--- src/rtl/app_read_arbiter_if.sv ---
// app_read_arbiter_if
//   Bundles the DSP read strobe, the App read-data sources and the arbitrated
//   read-bus outputs of app_read_arbiter.
//
//   master : the arbiter side. It receives the strobe, the App words and the
//            claims, and drives the arbitrated word, the enable and the status.
//   slave  : the surrounding system. It drives the strobe, the App words and
//            the claims, and receives the arbitrated word and the status.
//
//   read_qualified   decoded DSP read strobe
//   db_out_app       App read data, App i at bits [16i+15:16i]
//   data_avail_app   App i claims the current address when bit i is high
//   clear_collision  single-cycle pulse that clears the collision status
//   db_out           arbitrated read word
//   db_out_en        bus driver enable
//   read_done        one-cycle pulse when a drive finishes
//   no_responder     one-cycle pulse when no App claimed a read
//   collision        sticky multiple-claim flag
//   collision_count  saturating count of collided reads
interface app_read_arbiter_if #(
  parameter int NUM_APPS = 4
);
  logic                    read_qualified;
  logic [16*NUM_APPS-1:0]  db_out_app;
  logic [NUM_APPS-1:0]     data_avail_app;
  logic                    clear_collision;
  logic [15:0]             db_out;
  logic                    db_out_en;
  logic                    read_done;
  logic                    no_responder;
  logic                    collision;
  logic [7:0]              collision_count;

  modport master (
    input  read_qualified,
    input  db_out_app,
    input  data_avail_app,
    input  clear_collision,
    output db_out,
    output db_out_en,
    output read_done,
    output no_responder,
    output collision,
    output collision_count
  );

  modport slave (
    output read_qualified,
    output db_out_app,
    output data_avail_app,
    output clear_collision,
    input  db_out,
    input  db_out_en,
    input  read_done,
    input  no_responder,
    input  collision,
    input  collision_count
  );
endinterface

--- src/rtl/app_read_arbiter.sv ---
// app_read_arbiter
//   Arbitrates the read data of NUM_APPS Apps onto the DSP read bus. A rising
//   read strobe opens a read; after one WAIT cycle the lowest-index claiming
//   App's word is latched and driven for at least HOLD_CYCLES cycles (longer
//   while the strobe stays high), followed by TURN_CYCLES bus-release cycles.
//   Unclaimed reads return 16'hFFFF; multiply-claimed reads are flagged.
//
//   xclk    system clock, rising edge
//   reset   synchronous, active-high reset
//   bus     app_read_arbiter_if.master: strobe, App words/claims,
//           collision clear, arbitrated word, enable and status outputs
//
//   NUM_APPS     number of App sources
//   HOLD_CYCLES  minimum drive length in cycles (1..15)
//   TURN_CYCLES  bus-release length in cycles (1..15)
module app_read_arbiter #(
  parameter int NUM_APPS    = 4,
  parameter int HOLD_CYCLES = 3,
  parameter int TURN_CYCLES = 1
) (
  input  logic               xclk,
  input  logic               reset,
  app_read_arbiter_if.master bus
);

  typedef enum logic [1:0] {
    IDLE,
    WAIT,
    DRIVE,
    TURN
  } state_t;

  localparam logic [3:0] HOLD_LAST = 4'(HOLD_CYCLES - 1);
  localparam logic [3:0] TURN_LAST = 4'(TURN_CYCLES - 1);

  state_t                  state;
  state_t                  next_state;
  logic                    rq_d;
  logic                    pending;
  logic [3:0]              hold_cnt;
  logic [3:0]              turn_cnt;
  logic                    read_start;
  logic                    latch_now;
  logic                    multi_claim;
  logic [15:0]             win_word;
  logic [NUM_APPS-1:0]     avail;
  logic [16*NUM_APPS-1:0]  app_words;

  logic [15:0]             db_out_q;
  logic                    db_out_en_q;
  logic                    read_done_q;
  logic                    no_responder_q;
  logic                    collision_q;
  logic [7:0]              collision_count_q;

  assign avail      = bus.data_avail_app;
  assign app_words  = bus.db_out_app;
  assign read_start = bus.read_qualified & ~rq_d;
  assign latch_now  = (state == WAIT) && bus.read_qualified;

  // Clearing the lowest set bit leaves something only if two or more Apps claim.
  assign multi_claim = |(avail & (avail - NUM_APPS'(1)));

  // Scan from the top down so the lowest-index claimer is the last writer.
  always_comb begin
    win_word = 16'hFFFF;
    for (int i = NUM_APPS - 1; i >= 0; i--) begin
      if (avail[i]) begin
        win_word = app_words[16*i +: 16];
      end
    end
  end

  always_comb begin
    next_state = state;
    case (state)
      IDLE: begin
        if (read_start || pending) begin
          next_state = WAIT;
        end
      end
      WAIT: begin
        next_state = bus.read_qualified ? DRIVE : IDLE;
      end
      DRIVE: begin
        if ((hold_cnt >= HOLD_LAST) && !bus.read_qualified) begin
          next_state = TURN;
        end
      end
      TURN: begin
        if (turn_cnt >= TURN_LAST) begin
          next_state = IDLE;
        end
      end
      default: next_state = IDLE;
    endcase
  end

  // Outputs are registered from the next state so db_out_en rises on the same
  // edge that enters DRIVE and falls on the edge that leaves it.
  always_ff @(posedge xclk) begin
    if (reset) begin
      state             <= IDLE;
      rq_d              <= 1'b0;
      pending           <= 1'b0;
      hold_cnt          <= 4'd0;
      turn_cnt          <= 4'd0;
      db_out_q          <= 16'h0000;
      db_out_en_q       <= 1'b0;
      read_done_q       <= 1'b0;
      no_responder_q    <= 1'b0;
      collision_q       <= 1'b0;
      collision_count_q <= 8'd0;
    end else begin
      state <= next_state;
      rq_d  <= bus.read_qualified;

      // A start seen in IDLE is taken directly; elsewhere it is remembered once.
      if (state == IDLE) begin
        pending <= 1'b0;
      end else if (read_start) begin
        pending <= 1'b1;
      end

      // Counters saturate so a very long strobe cannot wrap the hold count.
      if (state == DRIVE) begin
        if (hold_cnt != 4'hF) begin
          hold_cnt <= hold_cnt + 4'd1;
        end
      end else begin
        hold_cnt <= 4'd0;
      end

      if (state == TURN) begin
        if (turn_cnt != 4'hF) begin
          turn_cnt <= turn_cnt + 4'd1;
        end
      end else begin
        turn_cnt <= 4'd0;
      end

      db_out_en_q    <= (next_state == DRIVE);
      read_done_q    <= (state == DRIVE) && (next_state == TURN);
      no_responder_q <= latch_now && (avail == '0);

      if (latch_now) begin
        db_out_q <= win_word;
      end

      // A clear on the same edge as a collision wins.
      if (bus.clear_collision) begin
        collision_q       <= 1'b0;
        collision_count_q <= 8'd0;
      end else if (latch_now && multi_claim) begin
        collision_q <= 1'b1;
        if (collision_count_q != 8'hFF) begin
          collision_count_q <= collision_count_q + 8'd1;
        end
      end
    end
  end

  assign bus.db_out          = db_out_q;
  assign bus.db_out_en       = db_out_en_q;
  assign bus.read_done       = read_done_q;
  assign bus.no_responder    = no_responder_q;
  assign bus.collision       = collision_q;
  assign bus.collision_count = collision_count_q;

endmodule

--- src/flat_wrapper.sv ---
// flat-port wrapper written by rule: the top's interface ports become plain ports
module app_read_arbiter_flat 
#(
  parameter int NUM_APPS    = 4,
  parameter int HOLD_CYCLES = 3,
  parameter int TURN_CYCLES = 1
)
  (xclk, reset, bus_read_qualified, bus_db_out_app, bus_data_avail_app, bus_clear_collision, bus_db_out, bus_db_out_en, bus_read_done, bus_no_responder, bus_collision, bus_collision_count);
  app_read_arbiter_if #(.NUM_APPS(NUM_APPS)) bus_i ();
  input  logic xclk;
  input  logic reset;
  input wire logic [$bits(bus_i.read_qualified)-1:0] bus_read_qualified;
  input wire logic [$bits(bus_i.db_out_app)-1:0] bus_db_out_app;
  input wire logic [$bits(bus_i.data_avail_app)-1:0] bus_data_avail_app;
  input wire logic [$bits(bus_i.clear_collision)-1:0] bus_clear_collision;
  output wire logic [$bits(bus_i.db_out)-1:0] bus_db_out;
  output wire logic [$bits(bus_i.db_out_en)-1:0] bus_db_out_en;
  output wire logic [$bits(bus_i.read_done)-1:0] bus_read_done;
  output wire logic [$bits(bus_i.no_responder)-1:0] bus_no_responder;
  output wire logic [$bits(bus_i.collision)-1:0] bus_collision;
  output wire logic [$bits(bus_i.collision_count)-1:0] bus_collision_count;
  assign bus_i.read_qualified = bus_read_qualified;
  assign bus_i.db_out_app = bus_db_out_app;
  assign bus_i.data_avail_app = bus_data_avail_app;
  assign bus_i.clear_collision = bus_clear_collision;
  assign bus_db_out = bus_i.db_out;
  assign bus_db_out_en = bus_i.db_out_en;
  assign bus_read_done = bus_i.read_done;
  assign bus_no_responder = bus_i.no_responder;
  assign bus_collision = bus_i.collision;
  assign bus_collision_count = bus_i.collision_count;
  app_read_arbiter #(.NUM_APPS(NUM_APPS), .HOLD_CYCLES(HOLD_CYCLES), .TURN_CYCLES(TURN_CYCLES)) u_core (.xclk(xclk), .reset(reset), .bus(bus_i));
endmodule
--- config.mk ---
export PLATFORM = sky130hd
export DESIGN_NAME = app_read_arbiter_flat
export DESIGN_NICKNAME = d
export VERILOG_FILES = /design/src/rtl/app_read_arbiter_if.sv /design/src/rtl/app_read_arbiter.sv /design/src/flat_wrapper.sv
export SDC_FILE = /design/constraint.sdc
export NUM_CORES = 1
export LEC_CHECK = 0
export ABC_AREA = 1
export BUFFER_PORTS_ARGS = -buffer_cell sky130_fd_sc_hd__buf_2
export CORE_ASPECT_RATIO = 0.8
export CORE_MARGIN = 5
export CORE_UTILIZATION = 38
export CTS_CLUSTER_DIAMETER = 150
export CTS_CLUSTER_SIZE = 40
export DETAILED_ROUTE_END_ITERATION = 8
export GPL_ROUTABILITY_DRIVEN = 0
export PLACE_DENSITY = 0.69
export SYNTH_ARGS = -nofsm -noshare
export SYNTH_HDL_FRONTEND = slang
export SYNTH_SLANG_ARGS = --single-unit
--- constraint.sdc ---
create_clock -name xclk -period 1.93 [get_ports xclk]
set_input_delay 0.2895 -clock xclk [delete_from_list [all_inputs] [get_ports xclk]]
set_output_delay 0.2895 -clock xclk [all_outputs]
set_load 0.01 [all_outputs]
After elaboration in Yosys (flattened, before gate mapping)
Index checks and enable logic that the tools add are counted.
Storage, ports and cells
  logic and storage cells: 54
  register bits after elaboration: 40
Cells by class
  bitwise gates (word level): 5
  muxes and demuxes: 9
  equal/unequal tests: 8
  $add $sub $neg: 4
  reductions and logical operators: 15
  magnitude comparators: 2
Operators with widths (count)
  $mux 16: 4
  $add 4x1->4 const B: 2
  $add 8x1->8 const B: 1
  $eq 2x2->1 const B: 4
  $mux 2: 4
  $ne 4x4->1 const B: 2
  $ne 8x8->1 const B: 1
  $pmux 2 s4: 1
  $reduce_or 2->1: 4
  $logic_and 1x1->1: 5
  $and 4x4->4: 1
  $ge 4x1->1 const B: 1
  $ge 4x2->1 const B: 1
  $logic_not 4->1: 1
  $reduce_or 4->1: 1
  $sub 4x1->4 const B: 1
  $not 1->1: 3
  $eq 2x1->1 const B: 1
  $logic_not 2->1: 1
  $reduce_and 2->1: 1
  $and 1x1->1: 1
  $logic_not 1->1: 1
  $logic_or 1x1->1: 1

Longest topological paths before layout
  depth in word-level cells: 7
  gate-level depth with buffers: 8
  mapped depth without buffers: 8

Worst setup path before layout
OpenSTA, ideal clock, no wires.
  kind: flip-flop to flip-flop
  start: reg u_core.collision_count_q[1] (netlist: u_core.bus.collision_count[1])
  end: reg u_core.collision_count_q[2] (netlist: u_core.bus.collision_count[2])
  arrival: 1268 ps
  setup slack: 592 ps
  buffers on the path: 0
  stages on the path, launching flop included: 8
  clock period less this slack: 1338 ps
  cells stage by stage: dfxtp_1 ha_1 nand3_2 nor2_4 inv_2 nand2_4 nand2_1 a21oi_1
Between the ends
  cells in the longest elaborated chain, start to end: 2
  elaborated cells on any way between the ends: 3
  classes of those cells: 1 x add/sub; 1 x eq/ne; 1 x reduce/logical
RTL lines
  from (decl): RTL line app_read_arbiter.sv:54  | logic [7:0] collision_count_q;
  from (signal assigned): RTL line app_read_arbiter.sv:157  | collision_count_q <= collision_count_q + 8'd1;
  branches (longest 2 deep; another with $add 8x1->8)
Several ways; the timed one is not identified.
A chain may end at the register's enable or synchronous reset.

Worst setup path in the final report
Same ends and word-level chain as after synthesis.

==> reports/qor.log <==
INFO  critical_path  worst_setup_path_end_kind=flop
INFO  job            max_cap_violations=0
INFO  critical_path  critPathKind=reg -> reg
INFO  die            design.die.area=6634um2
INFO  sta            timing_max_transition_violations_final=0
INFO  sta            max_clock_freq=0.6939GHz
INFO  place          dpl.cell_count=434
INFO  route          postRouteAntennaNets=0
INFO  final_layout   fill_cells=516
INFO  final_layout   ratio_of_cells_with_drive_above_1_in_the_final_layout=0.3211
INFO  logic_synthesis synthesis.yosys.warnings=0
INFO  die            floorplan.initialDensity=0.3890
INFO  final_layout   diodes=0
INFO  logic_synthesis syn-instance-count=280
INFO  critical_path  critical_path_peak_fanout=8
INFO  cts            cts.path.max_buffers=2
INFO  cts            cts.htree.levels=2
INFO  place          portBuffers=99
INFO  die            row_count=23
INFO  logic_synthesis total_nets_after_synthesis=355
INFO  global_route   globalRouteOverflowTotal=0
INFO  final_layout   sequential_cell_area=720.7um2
INFO  sta            finalCriticalPeriod=1.441ns
INFO  route          drc_violation_total_after_the_first_tritonroute_iteration=84
INFO  die            core_area=4979um2
INFO  sta            final.hold.worst_slack=0.2347ns
INFO  cts            ctsHoldBuffers=0
INFO  logic_synthesis syn_avg_cell_area=6.917um2
INFO  pwr            power_leakage=1.236nW
INFO  run_status     outcome=finished clean
INFO  sta            slew_headroom=0.4645
INFO  cts            post_cts_resize_count=0
INFO  final_layout   syn_to_final_growth=32.49%
INFO  place          dp_hpwl=4430um
INFO  route          drt-total-wl=5613um
INFO  critical_path  worst-endpoint-arrival=1.66ns
INFO  logic_synthesis netlist-cell-type-count=32
INFO  global_route   antenna_found_initial=0
INFO  critical_path  cpMaxStageDelayCell=dfxtp_1
INFO  final_layout   multi_input_area=1071um2
INFO  cts            tritoncts=yes
INFO  sta            final_hold_viol_count=0
INFO  route          wl_per_cell=12.70um
INFO  route          met2WireLength=2541um
INFO  final_layout   final_common_cell=buf_2
INFO  die            die_x=89.82um
INFO  sta            setup_viol_count_final=0
INFO  route          m1WireLength=2546um
INFO  die            die_y=73.86um
INFO  final_layout   layoutNonFillerInstCount=442
INFO  logic_synthesis yosys_register_bits=36
INFO  sta            final.setup.tns=0ns
INFO  cts            clk_transition_reported_paths=0.07ns
INFO  global_route   globalRouteTotalUtil=0.1664
INFO  sta            unrepaired_setup_endpoints_after_global_routing=false
INFO  die            num_io_pins=100
INFO  sta            worst-slew-pin-transition=0.8004ns
INFO  final_layout   nets=454
INFO  global_route   grt_pass1_vias=2053
INFO  critical_path  cp_data_required_time=2.14ns
INFO  cts            cts.sinks=36
INFO  route          detail_route.first_pass.iterations=4
INFO  min_path       min_delay_path_class=in -> reg
INFO  global_route   grt_first_pass_wirelength=9142um
INFO  critical_path  critPathBufInv=1
INFO  logic_synthesis synth.cell_area=1937um2
INFO  cts            cts_made_buffers=5
INFO  cts            master_cell_of_the_clock_root_buffer=clkbuf_8
INFO  sta            fin_crit_sh=0.7467
INFO  critical_path  critPathMaxStageDelay=0.41ns
INFO  route          via_per_inst=4.975
INFO  cts            worstSkewPairLatency=0.28ns
INFO  cts            cts_post_setup_buffers_inserted=0
INFO  route          topRoutingLayerUsed=met4
INFO  route          remaining_drc_errors=0
INFO  route          vias=2199
INFO  critical_path  crit_family=simple AND/OR/NAND/NOR gates
INFO  logic_synthesis synth_sequential_area_ratio=0.3721
INFO  final_layout   final_cell_mix=buf_2 (99), nand2_1 (52), nor2_1 (51)
INFO  pwr            ir_drop=0.0003411V
INFO  pwr            pwr_density_cell=614.1nW/um2
INFO  critical_path  start_kind=flop
INFO  critical_path  cp_cell_sequence=ha_1 -> nand3_2 -> nor2_4 -> inv_2 -> nand2_4 -> nand2_1 -> a21oi_1
INFO  route          met3WireLength=452um
INFO  global_route   grt_start_max_net_pins=21
INFO  sta            final.setup_skew=0.004945ns
## report_power, final
part,switching [mW],internal [mW],leakage (nW)
combinational,0.139,0.112,0.893
sequential,0.0141,0.767,0.292
clock,0.259,0.285,0.0510
## cell usage after synthesis
cell type	n	area, um2
o21ai_0	38	190.2
nor3_1	2	10.01
xor2_1	1	8.760
a22oi_1	11	82.58
a211oi_1	1	7.510
clkbuf_2	1	5.000
a31oi_1	10	62.56
o21ai_1	2	10.01
buf_2	4	20.02
dfxtp_1	36	720.7
buf_6	2	22.52
ha_1	3	37.54
nor2_8	1	20.02
nand3_1	6	30.03
nor2_4	2	22.52
o21bai_1	1	7.510
clkbuf_1	3	11.26
xnor2_1	2	17.52
nor2_2	1	6.260
nand2_1	52	195.2
buf_4	1	7.510
o22ai_1	1	6.260
a21oi_1	20	100.1
nor2_1	51	191.4
nand3_2	1	10.01
nand3_4	1	17.52
nor4_1	1	6.260
inv_1	19	71.32
o21a_1	1	7.510
nand2_4	1	11.26
nand2_2	2	12.51
inv_2	2	7.510
## flip-flops by register name, summed over array words and instances (netlist names)
register,flops
u_core.hold_cnt,4
u_core.rq_d,1
u_core.state,2
u_core.bus.db_out,16
u_core.bus.no_responder,1
u_core.bus.read_done,1
u_core.bus.db_out_en,1
u_core.bus.collision_count,8
u_core.pending,1
u_core.bus.collision,1
## cell type report
type / count / share of cell area
clock buffers: 6 / 0.03218
multi-input cells: 212 / 0.4174
flip-flops and latches: 36 / 0.2808
well taps: 62 / 0.03023
clock inverters: 2 / 0.003901
inverters: 21 / 0.03072
repair buffers: 103 / 0.2048
## cells by family (layout without fill, tap and decap cells)
logic type | Yosys count | count (layout) | share of synthesized area
DFF | 36 | 36 | 0.3721
buffers and inverters | 32 | 132 | 0.07494
xor gates and xnor gates | 3 | 3 | 0.01357
adders and majority gates | 3 | 3 | 0.01938
AOI/OAI and AO/OA | 85 | 85 | 0.2448
and+or+nand+nor | 121 | 121 | 0.2752
## layer usage
metal,up-vias,global-route usage
met5,-,0
met4,0,0.05537
met3,6,0.05629
met2,74,0.2776
met1,986,0.2029
li1,1133,-
## stage by stage
step | worst slack [ns] | power (mW) | util | area (um2)
5_1_grt | 0.3432 | 1.670 | 0.5155 | 2566
4_1_cts | 0.4766 | 1.597 | 0.5155 | 2566
2_1_floorplan | 0.5922 | 0.9277 | - | 1937
6_report | 0.4889 | 1.576 | 0.5155 | 2566
3_3_place_gp | 0.4048 | 1.047 | 0.4969 | 2474
3_5_place_dp | 0.3319 | 1.049 | 0.4969 | 2474
## final timing paths
kind                              endpoint                          start  cells after the start  slack [ns]
max          u_core.bus.collision_count[2]  u_core.bus.collision_count[1]                      7        0.49
min                u_core.bus.no_responder          bus_data_avail_app[2]                      2        0.23
max reg2reg  u_core.bus.collision_count[2]  u_core.bus.collision_count[1]                      7        0.49
min reg2reg           u_core.bus.collision           u_core.bus.collision                      1        0.49
No activity file was read; power rests on OpenSTA's default activity.
